<file path="src/rtl/emu_ctrl_csr_if.sv">
// Word-addressed ctrl bus between the AXI-Lite-to-ctrl bridge (master) and
// the emulator control/status register bank (slave).
interface emu_ctrl_csr_if;
  logic        ctrl_wen;
  logic [9:0]  ctrl_waddr;
  logic [31:0] ctrl_wdata;
  logic        ctrl_ren;
  logic [9:0]  ctrl_raddr;
  logic [31:0] ctrl_rdata;

  modport master (
    output ctrl_wen, ctrl_waddr, ctrl_wdata, ctrl_ren, ctrl_raddr,
    input  ctrl_rdata
  );

  modport slave (
    input  ctrl_wen, ctrl_waddr, ctrl_wdata, ctrl_ren, ctrl_raddr,
    output ctrl_rdata
  );
endinterface

</file>
<file path="src/rtl/emu_ctrl_csr.sv">
// Emulator control/status register bank: run control, step mode, scratch, ID.
// Define EMU_CTRL_CYCLE_CNT_EN to build the 64-bit emulated-cycle counter and HI snapshot.
module emu_ctrl_csr #(
  parameter logic [31:0] ID_VALUE = 32'h454D5543
) (
  input  logic           clk,
  input  logic           rst,
  emu_ctrl_csr_if.slave  ctrl,
  input  logic           emu_stall,
  output logic           emu_run,
  output logic           emu_step_done
);

  localparam logic [9:0] ADDR_CTRL     = 10'd0;
  localparam logic [9:0] ADDR_STATUS   = 10'd1;
  localparam logic [9:0] ADDR_STEP     = 10'd2;
  localparam logic [9:0] ADDR_CYCLE_LO = 10'd3;
  localparam logic [9:0] ADDR_CYCLE_HI = 10'd4;
  localparam logic [9:0] ADDR_SCRATCH  = 10'd5;
  localparam logic [9:0] ADDR_ID       = 10'd6;

  logic        run_q, run_d;
  logic        step_en_q, step_en_d;
  logic [31:0] step_q, step_d;
  logic        step_done_q, step_done_d;
  logic [31:0] scratch_q, scratch_d;

  logic advance;
  logic step_last;
  logic wr_ctrl, wr_step, wr_scratch;
  logic rd_status;

  assign advance    = run_q & ~emu_stall;
  assign wr_ctrl    = ctrl.ctrl_wen & (ctrl.ctrl_waddr == ADDR_CTRL);
  assign wr_step    = ctrl.ctrl_wen & (ctrl.ctrl_waddr == ADDR_STEP);
  assign wr_scratch = ctrl.ctrl_wen & (ctrl.ctrl_waddr == ADDR_SCRATCH);
  assign rd_status  = ctrl.ctrl_ren & (ctrl.ctrl_raddr == ADDR_STATUS);

  // A zero count is treated like the last step so the counter can never wrap.
  assign step_last  = advance & step_en_q & (step_q <= 32'd1);

  always_comb begin
    run_d       = run_q;
    step_en_d   = step_en_q;
    step_d      = step_q;
    step_done_d = step_done_q;
    scratch_d   = scratch_q;

    if (advance && step_en_q) begin
      step_d = step_last ? 32'd0 : step_q - 32'd1;
    end

    if (rd_status) begin
      step_done_d = 1'b0;
    end

    // Software writes to CTRL or STEP pre-empt the automatic termination.
    if (step_last && !wr_ctrl && !wr_step) begin
      run_d       = 1'b0;
      step_done_d = 1'b1;
    end

    if (wr_ctrl) begin
      step_en_d = ctrl.ctrl_wdata[1];
      run_d     = ctrl.ctrl_wdata[0] & ~(ctrl.ctrl_wdata[1] & (step_q == 32'd0));
    end

    if (wr_step) begin
      step_d = ctrl.ctrl_wdata;
    end

    if (wr_scratch) begin
      scratch_d = ctrl.ctrl_wdata;
    end
  end

  always_ff @(posedge clk) begin
    if (rst) begin
      run_q       <= 1'b0;
      step_en_q   <= 1'b0;
      step_q      <= 32'd0;
      step_done_q <= 1'b0;
      scratch_q   <= 32'd0;
    end else begin
      run_q       <= run_d;
      step_en_q   <= step_en_d;
      step_q      <= step_d;
      step_done_q <= step_done_d;
      scratch_q   <= scratch_d;
    end
  end

`ifdef EMU_CTRL_CYCLE_CNT_EN
  logic [63:0] cycle_q, cycle_d;
  logic [31:0] snap_q, snap_d;
  logic        wr_cyc_lo, wr_cyc_hi, rd_cyc_lo;
  logic        lo_carry;

  assign wr_cyc_lo = ctrl.ctrl_wen & (ctrl.ctrl_waddr == ADDR_CYCLE_LO);
  assign wr_cyc_hi = ctrl.ctrl_wen & (ctrl.ctrl_waddr == ADDR_CYCLE_HI);
  assign rd_cyc_lo = ctrl.ctrl_ren & (ctrl.ctrl_raddr == ADDR_CYCLE_LO);
  assign lo_carry  = advance & (&cycle_q[31:0]);

  // The carry out of the low half still reaches the high half when LO is written.
  always_comb begin
    cycle_d = cycle_q;
    snap_d  = snap_q;
    cycle_d[31:0]  = wr_cyc_lo ? ctrl.ctrl_wdata
                               : cycle_q[31:0] + {31'd0, advance};
    cycle_d[63:32] = wr_cyc_hi ? ctrl.ctrl_wdata
                               : cycle_q[63:32] + {31'd0, lo_carry};
    if (rd_cyc_lo) begin
      snap_d = cycle_q[63:32];
    end
  end

  always_ff @(posedge clk) begin
    if (rst) begin
      cycle_q <= 64'd0;
      snap_q  <= 32'd0;
    end else begin
      cycle_q <= cycle_d;
      snap_q  <= snap_d;
    end
  end
`endif

  always_comb begin
    ctrl.ctrl_rdata = 32'd0;
    case (ctrl.ctrl_raddr)
      ADDR_CTRL:     ctrl.ctrl_rdata = {30'd0, step_en_q, run_q};
      ADDR_STATUS:   ctrl.ctrl_rdata = {30'd0, step_done_q, run_q};
      ADDR_STEP:     ctrl.ctrl_rdata = step_q;
`ifdef EMU_CTRL_CYCLE_CNT_EN
      ADDR_CYCLE_LO: ctrl.ctrl_rdata = cycle_q[31:0];
      ADDR_CYCLE_HI: ctrl.ctrl_rdata = snap_q;
`endif
      ADDR_SCRATCH:  ctrl.ctrl_rdata = scratch_q;
      ADDR_ID:       ctrl.ctrl_rdata = ID_VALUE;
      default:       ctrl.ctrl_rdata = 32'd0;
    endcase
  end

  assign emu_run       = run_q;
  assign emu_step_done = step_done_q;

endmodule

</file>
<file path="src/flat_wrapper.sv">
// flat-port wrapper written by rule: the top's interface ports become plain ports
module emu_ctrl_csr_flat 
#(
  parameter logic [31:0] ID_VALUE = 32'h454D5543
)
  (clk, rst, emu_stall, emu_run, emu_step_done, ctrl_ctrl_wen, ctrl_ctrl_waddr, ctrl_ctrl_wdata, ctrl_ctrl_ren, ctrl_ctrl_raddr, ctrl_ctrl_rdata);
  emu_ctrl_csr_if ctrl_i ();
  input  logic clk;
  input  logic rst;
  input  logic emu_stall;
  output logic emu_run;
  output logic emu_step_done;
  input wire logic [$bits(ctrl_i.ctrl_wen)-1:0] ctrl_ctrl_wen;
  input wire logic [$bits(ctrl_i.ctrl_waddr)-1:0] ctrl_ctrl_waddr;
  input wire logic [$bits(ctrl_i.ctrl_wdata)-1:0] ctrl_ctrl_wdata;
  input wire logic [$bits(ctrl_i.ctrl_ren)-1:0] ctrl_ctrl_ren;
  input wire logic [$bits(ctrl_i.ctrl_raddr)-1:0] ctrl_ctrl_raddr;
  output wire logic [$bits(ctrl_i.ctrl_rdata)-1:0] ctrl_ctrl_rdata;
  assign ctrl_i.ctrl_wen = ctrl_ctrl_wen;
  assign ctrl_i.ctrl_waddr = ctrl_ctrl_waddr;
  assign ctrl_i.ctrl_wdata = ctrl_ctrl_wdata;
  assign ctrl_i.ctrl_ren = ctrl_ctrl_ren;
  assign ctrl_i.ctrl_raddr = ctrl_ctrl_raddr;
  assign ctrl_ctrl_rdata = ctrl_i.ctrl_rdata;
  emu_ctrl_csr #(.ID_VALUE(ID_VALUE)) u_core (.clk(clk), .rst(rst), .ctrl(ctrl_i), .emu_stall(emu_stall), .emu_run(emu_run), .emu_step_done(emu_step_done));
endmodule
</file>
<file path="config.mk">
export PLATFORM = sky130hd
export DESIGN_NAME = emu_ctrl_csr_flat
export DESIGN_NICKNAME = d
export VERILOG_FILES = /design/src/rtl/emu_ctrl_csr_if.sv /design/src/rtl/emu_ctrl_csr.sv /design/src/flat_wrapper.sv
export SDC_FILE = /design/constraint.sdc
export NUM_CORES = 1
export LEC_CHECK = 0
export ABC_AREA = 1
export CELL_PAD_IN_SITES_DETAIL_PLACEMENT = 0
export CELL_PAD_IN_SITES_GLOBAL_PLACEMENT = 1
export CORE_ASPECT_RATIO = 0.8
export CORE_MARGIN = 4
export CORE_UTILIZATION = 33
export DETAILED_ROUTE_END_ITERATION = 8
export GPL_ROUTABILITY_DRIVEN = 0
export GPL_TIMING_DRIVEN = 1
export HOLD_SLACK_MARGIN = 0.15
export PLACE_DENSITY = 0.81
export SYNTH_ARGS = -nofsm -noshare
export SYNTH_HDL_FRONTEND = slang
export SYNTH_SLANG_ARGS = --single-unit
</file>
<file path="constraint.sdc">
create_clock -name clk -period 1.9 [get_ports clk]
set_clock_uncertainty 0.1 [all_clocks]
set_input_delay 0.475 -clock clk [delete_from_list [all_inputs] [get_ports clk]]
set_output_delay 0.475 -clock clk [all_outputs]
set_load 0.005 [all_outputs]
</file>
==> key figures <==
STA
  • Setup WS post-layout: -484 ps
  • Final Max Tran Viols: 0
  • Min Tclk post-route: 2380 ps
  • RSZ-0062 raised after global routing: true
  • Slew margin rel.: 0.783
  • Final setup fails: 32
  • Max Freq: 419 MHz
  • Final Hold Fails: 0
  • Setup tns final: -13510 ps
  • Worst Tran Pin Value: 324 ps
  • Period Utilization, post-route: 1.25

Routing
  • DRT Wirelength: 15500 um
  • 1st-iter DRT viols: 317
  • Vias: 4971
  • Post-DRT Antenna Nets: 0
  • Drt first pass iters: 5
  • Wire per inst: 15.6 um
  • DR vias/cell: 5.00
  • DRC violations left: 0

Yosys
  • Syn nets: 738
  • Post-synthesis compound-gate area fraction: 0.215
  • Synth cell types: 32
  • Post-Syn Area per Cell: 6.65 um2
  • Register bit total from synthesis: 67
  • Register area share after synthesis: 0.298
  • Synth area leaders: dfxtp_1 (30%), inv_1 (9.3%), nand2_1 (9.2%), a211oi_2 (7.8%), nor2_1 (7.6%)
  • Synth Warn #: 0
  • Top-area cell type share of the netlist area: 0.298
  • Largest family of logic cells by synthesized area: simple AND/OR/NAND/NOR gates
  • Post-Synth Simple-Gate Area: 0.313
  • Post-synthesis mux area share: 0
  • Synth Area in XOR/XNOR: 0.0253
  • Mapped Cells: 678
  • Cell taking the most area after synthesis: dfxtp_1
  • Synthesized cell area: 4510 um2
  • Synth Area in Adders: 0.00833

Floorplanning
  • Initial core utilization: 0.344
  • Die H: 113 um
  • Site row count: 37
  • Core area: 13100 um2
  • I/O pin total: 91
  • Die Area: 15600 um2
  • Die extent in x: 139 um

Critical path
  • CP Max Fanout: 5
  • CP Launch Type: input port
  • Crit-path cells: buf_6, nor3_4, buf_4, and3_4, buf_12, buf_16, buf_8, nand2_2, o21ai_2, buf_2
  • Arrival time worst endpoint: 1810 ps
  • Crit path max-delay family: buffers and inverters
  • Crit path buf inv count: 6
  • Slowest stage delay, CP: 240 ps
  • Critical Path End Type: output pin
  • Crit path kind: input port to output pin
  • Required time worst endpoint: 1320 ps
  • Critical Path Slowest Stage Cell: and3_4

Power
  • Peak supply drop: 0.472 mV
  • P per Cell Area: 515 nW/um2
  • LEAKAGE: 2.93 nW

GRT
  • GRT Util Overall: 0.195
  • Initial antenna violation count: 0
  • Largest net degree at the start of global routing: 45
  • Overflow left after global routing: 0
  • Vias in the first global route: 4791
  • First-pass GRT wire length: 24700 um

Finish
  • Area Overhead vs Synth: 47.6%
  • Final instance area: 6650 um2
  • Final nets: 874
  • Multi-input logic area: 2790 um2
  • Fill count: 1266
  • Ratio of cells with drive above 1 in the final layout: 0.295
  • Area taken by flip-flops and latches: 1340 um2
  • Final antenna diode count: 0

Clocking
  • TritonCTS clock tree: built
  • Root buffer cell: clkbuf_16
  • Cts bufs inserted: 9
  • Register clock-pin slew on the reported worst setup and hold paths: 50 ps
  • Clock Tree Buf Depth: 2
  • H-tree Lvls: 3
  • Clock sinks: 67
  • Cts-stage hold buffer count: 0
  • Clock latency on the worst-skew pair: 340 ps

Placed design
  • DP Area: 5830 um2
  • Dpl hpwl: 10500 um
  • I/O Buffers: 90

Run
  • Max-Cap Viols: 0

Outcome
  • Status: finished with violations
  • Violated checks: setup timing

Worst hold path
  • Worst hold path class: flip-flop to flip-flop
## flip-flops by register name, summed over array words and instances (netlist names)
| name | count |
|---|---|
| u_core.emu_run | 1 |
| u_core.emu_step_done | 1 |
| u_core.scratch_q | 32 |
| u_core.step_en_q | 1 |
| u_core.step_q | 32 |
## Yosys cell counts
master,instances
o21ai_1,5
buf_1,2
nand3_2,4
xor2_1,13
o211ai_1,9
a211oi_1,5
nor3_2,2
o21ai_0,60
nand3b_1,2
nand2_2,6
nand3_1,62
ha_1,3
and3_1,1
a211oi_2,28
nand2_1,111
nor2_1,91
clkbuf_1,9
nor3_1,2
dfxtp_1,67
nor4_1,1
nand4_1,8
o2111ai_1,1
buf_4,6
nor3_4,1
inv_1,112
buf_2,7
nor2_4,8
inv_2,1
a21oi_1,34
buf_6,8
nor2_2,8
o21bai_1,1
## worst paths after layout
check	start	end	slack (ps)	cells past startpoint
max reg2reg	u_core.step_q[0]	u_core.step_q[18]	150	9
max	ctrl_ctrl_raddr[9]	ctrl_ctrl_rdata[29]	-480	10
min reg2reg	u_core.emu_step_done	u_core.emu_step_done	390	2
min	u_core.emu_step_done	u_core.emu_step_done	390	2
## where the power goes
part           internal (W)  switching, W
sequential          0.00141   0.000000656
combinational      0.000143      0.000123
clock               0.00113      0.000626
total               0.00267      0.000750
## per-layer routing
metal	share of wire	global-route usage	vias to the layer above	routed length, um
li1	-	-	2469	-
met1	0.48	0.269	2319	7460
met2	0.45	0.310	162	6940
met3	0.055	0.0439	21	845
met4	0.016	0.0469	0	255
met5	0	0	-	0
## cell type report
| type | instances | area share |
|---|---|---|
| Clock buffer | 15 | 0.0418 |
| Clock inverter | 1 | 0.00451 |
| Inverter | 113 | 0.0641 |
| Multi-Input combinational cell | 466 | 0.420 |
| Sequential cell | 67 | 0.202 |
| Tap cell | 175 | 0.0329 |
| Timing Repair Buffer | 157 | 0.235 |
## worst register-to-register path: stages, from the launching register on
cell	delay (ps)
dfxtp_1	330
inv_2	100
ha_2	220
nand2_2	110
nor2_4	180
nand2_2	120
nor2_4	150
xor2_1	190
nand2_1	70
a21oi_1	110
## placed cells by master (no fill, tap or decap), types with 3 or more instances in the layout
cell type,n
a211oi_1,5
inv_2,5
buf_4,34
dlymetal6s2s_1,5
o21ai_2,17
clkdlybuf4s50_1,42
nor2_1,85
o21ai_0,32
buf_2,35
nand2_4,6
xor2_1,13
nor2_2,9
clkbuf_8,3
clkbuf_1,3
nand3_1,61
inv_1,107
a21oi_1,34
o21ai_1,15
buf_8,6
buf_6,17
nand2_1,84
nand3_2,5
dfxtp_1,67
nand4_1,8
clkbuf_16,10
nand2_2,27
o211ai_1,9
nor2_4,13
a211oi_2,28
nor3_4,3
buf_12,14
## logic make-up (layout without fill, tap and decap cells)
group,count (synthesis),count (layout)
AND/OR/NAND/NOR,307,307
buffers and inverters,145,286
AO/OA/AOI/OAI,143,143
flip-flops,67,67
XOR/XNOR,13,13
adder cells (fa/ha/maj),3,3
## per-stage QoR
step	std cells	hold slack (ps)	total power, W	setup slack [ps]	util
6_report	994	390	0.00342	-484	0.508
4_1_cts	987	387	0.00344	-461	0.485
3_3_place_gp	948	380	0.00167	-1070	0.445
2_1_floorplan	678	371	0.00151	-48.6	-
3_5_place_dp	948	379	0.00167	-1070	0.445
5_1_grt	994	439	0.00353	-538	0.508
## what timing repair did
item | 4_1_cts | 5_1_grt
buffers inserted | 19 | 7
pin swaps | 13 | 13
gates resized for setup | 211 | 73
endpoints found under the setup margin | 32 | 62
gates cloned | 4 | 1
endpoints found under the hold margin | 0 | 0
Power figures use the tool's default switching activity.
